`config.mk`:
```
export PLATFORM = sky130hd
export DESIGN_NAME = snes_pad_responder
export DESIGN_NICKNAME = d
export VERILOG_FILES = /design/src/rtl/snes_pad_responder.sv
export SDC_FILE = /design/constraint.sdc
export NUM_CORES = 1
export LEC_CHECK = 0
export ABC_AREA = 1
export BUFFER_PORTS_ARGS = -buffer_cell sky130_fd_sc_hd__buf_2
export CORE_MARGIN = 1.5
export CORE_UTILIZATION = 33
export CTS_CLUSTER_SIZE = 24
export DETAILED_ROUTE_END_ITERATION = 8
export GPL_ROUTABILITY_DRIVEN = 0
export SYNTH_ARGS = -nofsm -noshare
export SYNTH_HDL_FRONTEND = slang
export SYNTH_SLANG_ARGS = --single-unit
```
`constraint.sdc`:
```
create_clock -name MCLK -period 1.65 [get_ports MCLK]
set_input_delay 0 -clock MCLK [delete_from_list [all_inputs] [get_ports MCLK]]
set_output_delay 0 -clock MCLK [all_outputs]
set_load 0.01 [all_outputs]
```
`src/rtl/snes_pad_responder.sv`:
```
// Controller-side SNES joypad responder: two 12-button pads on JOY_STRB / JOYx_CLK.
// Optional turbo buttons are built in when SNES_PAD_TURBO_EN is defined.
module snes_pad_responder #(
  parameter logic [3:0]  EXT_BITS   = 4'b0000,
  parameter bit          POST_LEVEL = 1'b1,
  parameter int unsigned TURBO_DIV  = 2
) (
  input  logic        MCLK,
  input  logic        RST_N,
  input  logic        JOY_STRB,
  input  logic        JOY1_CLK,
  input  logic        JOY2_CLK,
  input  logic [11:0] BTN1,
  input  logic [11:0] BTN2,
  input  logic [1:0]  CONN,
  input  logic [11:0] TURBO_MASK1,
  input  logic [11:0] TURBO_MASK2,
  output logic [1:0]  JOY1_DI,
  output logic [1:0]  JOY2_DI
);

  // Serial bit 13 sits in SR[12], so the ID nibble goes in MSB-first.
  localparam logic [3:0] EXT_REV = {EXT_BITS[0], EXT_BITS[1], EXT_BITS[2], EXT_BITS[3]};

  logic [1:0]  pad_clk;
  logic [1:0]  clk_q;
  logic [15:0] sr_q  [2];
  logic [15:0] sr_d  [2];
  logic [4:0]  cnt_q [2];
  logic [4:0]  cnt_d [2];
  logic [1:0]  data_q;
  logic [1:0]  data_d;
  logic [11:0] eff_btn [2];

  assign pad_clk = {JOY2_CLK, JOY1_CLK};

`ifdef SNES_PAD_TURBO_EN
  logic       strb_q;
  logic [7:0] div_q;
  logic       tp_q;

  always_ff @(posedge MCLK or negedge RST_N) begin
    if (!RST_N) begin
      strb_q <= 1'b0;
      div_q  <= '0;
      tp_q   <= 1'b0;
    end else begin
      strb_q <= JOY_STRB;
      if (strb_q && !JOY_STRB) begin
        if (div_q + 8'd1 == 8'(TURBO_DIV)) begin
          div_q <= '0;
          tp_q  <= ~tp_q;
        end else begin
          div_q <= div_q + 8'd1;
        end
      end
    end
  end

  // Masked buttons only show through while the phase is high.
  assign eff_btn[0] = BTN1 & ~(TURBO_MASK1 & {12{~tp_q}});
  assign eff_btn[1] = BTN2 & ~(TURBO_MASK2 & {12{~tp_q}});
`else
  logic unused_turbo;
  assign unused_turbo = &{1'b0, TURBO_MASK1, TURBO_MASK2, 8'(TURBO_DIV)};
  assign eff_btn[0]   = BTN1;
  assign eff_btn[1]   = BTN2;
`endif

  // Next-state logic; the output level is derived from next state so that
  // the data line moves on the same edge that shifts the register.
  always_comb begin
    logic lvl;
    // NOTE: every always_comb target gets a default first so no path infers a latch.
    lvl = 1'b0;
    for (int p = 0; p < 2; p++) begin
      sr_d[p]  = sr_q[p];
      cnt_d[p] = cnt_q[p];
      if (JOY_STRB) begin
        sr_d[p]  = {EXT_REV, eff_btn[p]};
        cnt_d[p] = '0;
      end else if (!clk_q[p] && pad_clk[p]) begin
        sr_d[p] = {1'b0, sr_q[p][15:1]};
        if (cnt_q[p] != 5'd16) cnt_d[p] = cnt_q[p] + 5'd1;
      end
      lvl       = (cnt_d[p] == 5'd16) ? POST_LEVEL : sr_d[p][0];
      data_d[p] = ~(lvl & CONN[p]);
    end
  end

  always_ff @(posedge MCLK or negedge RST_N) begin
    if (!RST_N) begin
      clk_q  <= 2'b11;
      data_q <= 2'b11;
      for (int p = 0; p < 2; p++) begin
        sr_q[p]  <= '0;
        cnt_q[p] <= '0;
      end
    end else begin
      // NOTE: non-blocking assignments keep every register sampling pre-edge values.
      clk_q  <= pad_clk;
      data_q <= data_d;
      for (int p = 0; p < 2; p++) begin
        sr_q[p]  <= sr_d[p];
        cnt_q[p] <= cnt_d[p];
      end
    end
  end

  assign JOY1_DI = {1'b1, data_q[0]};
  assign JOY2_DI = {1'b1, data_q[1]};

endmodule

```
==> results.ini <==
[layout]
final_cells = 404
final_design_area_no_fill_um2 = 2790
fill_cells = 651
drive_above_1_share = 0.174
synthToLayoutAreaGrowth_pct = 27.9
diodes = 0
nets = 386

[die]
die_area_um2 = 7100
pin_count = 59
row_count = 29
start_util = 0.343
die_w_um = 84.2
core-area_um2 = 6350
die_y_um = 84.2

[global_routing]
grt_antenna_before_repair = 0
grt_pass1_wl_um = 7560
grtUsageTotal = 0.130
grt_max_degree = 37
grt_overflow = 0
grt_pass1_vias = 1770

[critical_path]
path_cells = inv_1 -> ha_1 -> or2_1 -> nand3_1 -> nand2_1 -> nor2_1 -> nand2_1 -> nand2_1 -> nand2_1
cp_slowest_stage_delay_ns = 0.38
rr_startpoint = cnt_q[0]
worstSetupEndpointType = register
start_kind = register
r2r_slack_ns = 0.21
cp_top_family = simple AND/OR/NAND/NOR gates
cp.required_ns = 1.88
cp_slowest_cell = dfrtp_1
cp_data_arrival_time_ns = 1.67
path_max_fanout = 3
crit_buf_inv = 1
crit_top_cell = nand2_1
worstRegToRegCells = 9
r2r-end = data_q[1]
path_class = reg -> reg

[timing]
fin_crit_sh = 0.873
finalSetupViolations = 0
report.final.slew_viol_count = 0
clock_skew_ns = 0.00363
slew_headroom = 0.655
rsz0062_at_grt = no
finalSetupTns_ns = 0
finalCriticalPeriod_ns = 1.44
final_hold_viol_count = 0
max_clock_freq_mhz = 694
setup_ws_ns = 0.210
worst_slew_pin_slew_ns = 0.517

[synth]
synth.avg_cell_area_um2 = 8.16
syn_area_um2 = 2180
yosysWarnings = 0
ys_ff_latch = 44
synth.distinct_cells = 25
yosysSeqAreaShare = 0.508
netlist_instances = 267

[clocking]
cts_setup_buffers = 0
ctsRootBufferMaster = clkbuf_8
cts_buffers = 5
cts.clk_slew.worst_paths_ns = 0.08
cts_tree = done
clock_latency_ns = 0.29
hold_buffers = 29
clkSinkCount = 44
max-clock-path-buffers = 2
cts_resized = 0
htree_levels = 2

[pwr]
seqPwrFrac = 0.552
power_switching_uw = 557
switching_share = 0.259
power.density_nw_per_um2 = 772
internal_power_uw = 1590
design_power_total_uw = 2150
pwr-share-clk = 0.297
leakage_uw = 0.00140
comb_power_share = 0.151
vdd_drop_max_mv = 0.541

[detailed_routing]
dr.pass1.iters = 4
antenna_left = 0
drt_iter0_markers = 93
via_per_inst = 4.65
route.vias.total = 1877
drc = 0
routed_wl_um = 4260
wl_per_cell_um = 10.5

[place]
pre_cts_ws_ns = 0.202
dpl.hpwl_um = 2920
numPortBuffers = 32
dp_cells = 368
placed_area_um2 = 2420

[flow_run]
maxCapViolations = 0

[outcome]
status = completed

[min_path]
min_to = cnt_q[9]
hold-path-cell-count = 2
hold_class = in -> reg
hold_start = JOY_STRB

-- cell usage after synthesis, drive strengths merged --
library cell,number,share of area
nor3,2,0.0046
conb,1,0.0017
clkinv,1,0.0017
dfrtp,40,0.46
a22oi,4,0.014
o21ai,11,0.025
dfstp,4,0.048
or2,2,0.0057
ha,4,0.023
o311ai,2,0.0080
nand2,55,0.097
a21oi,4,0.0092
o31ai,2,0.0069
nand3,60,0.14
buf,13,0.032
inv,39,0.067
o211ai,4,0.014
nor2,13,0.029
clkbuf,2,0.0034
nand4,4,0.011
-- area by class of cell --
type / count / area (um^2) / share of cell area
Sequential cell: 44 / 1110 / 0.397
Tap cell: 77 / 96.3 / 0.0346
Clock inverter: 1 / 5.00 / 0.00180
Multi-Input combinational cell: 169 / 848 / 0.304
Clock buffer: 6 / 72.6 / 0.0260
Timing Repair Buffer: 67 / 508 / 0.182
Inverter: 40 / 150 / 0.0539
-- per-layer routing --
layer,vias to the layer above,wire length [um],track usage
li1,987,-,-
met1,852,2110,0.176
met2,36,1980,0.207
met3,2,166,0.0344
met4,0,8,0.0402
met5,-,0,0
-- power groups by stage --
stage | Clock (uW) | Sequential, uW | Combinational (uW)
finish | 638 | 1190 | 324
global route | 717 | 1200 | 372
CTS | 670 | 1190 | 330
detailed placement | 0 | 1210 | 277
global placement | 0 | 1210 | 273
floorplan | 0 | 1210 | 174
-- worst max path at each step --
stage                     startpoint   endpoint  slack (ns)  cells past startpoint
after floorplan             cnt_q[0]  data_q[1]        0.35                      9
after global placement      cnt_q[0]  data_q[1]        0.24                      9
after detailed placement    cnt_q[0]  data_q[1]        0.20                      9
after CTS                   cnt_q[0]  data_q[1]        0.19                      9
after global routing        cnt_q[5]  data_q[0]        0.07                     13
final                       cnt_q[0]  data_q[1]        0.21                      9
-- metrics by stage --
stage,util,hold slack [ns]
2_1_floorplan,-,-0.296
4_1_cts,0.439,0.0532
6_report,0.439,0.0615
3_5_place_dp,0.381,0.00780
5_1_grt,0.439,0.0729
3_3_place_gp,0.381,0.00845
-- cell families (layout without fill, tap and decap cells) --
group	count (synthesis)	count (layout)	share of synthesized area
and+or+nand+nor	136	136	0.286
other	1	2	0.00172
AOI/OAI and AO/OA	27	27	0.0770
DFF	44	44	0.508
buffers and inverters	55	114	0.105
adders and majority gates	4	4	0.0230
-- placed cells by master, fill, tap and decap left out, types with 4 or more instances in the layout --
cell and count:
a21oi_1 4, a22oi_1 4, buf_2 32, buf_4 5, clkbuf_8 5, dfrtp_1 40, dfstp_2 4, dlygate4sd3_1 29
ha_1 4, inv_1 34, inv_2 5, nand2_1 53, nand3_1 60, nand4_1 4, nor2_1 11, o211ai_1 4
o21ai_0 9
-- state kept, by name, summed over array words and instances (netlist names) --
register	count
sr_q	30
clk_q	2
cnt_q	10
data_q	2
Note: power is estimated with default switching activity, not from simulation.
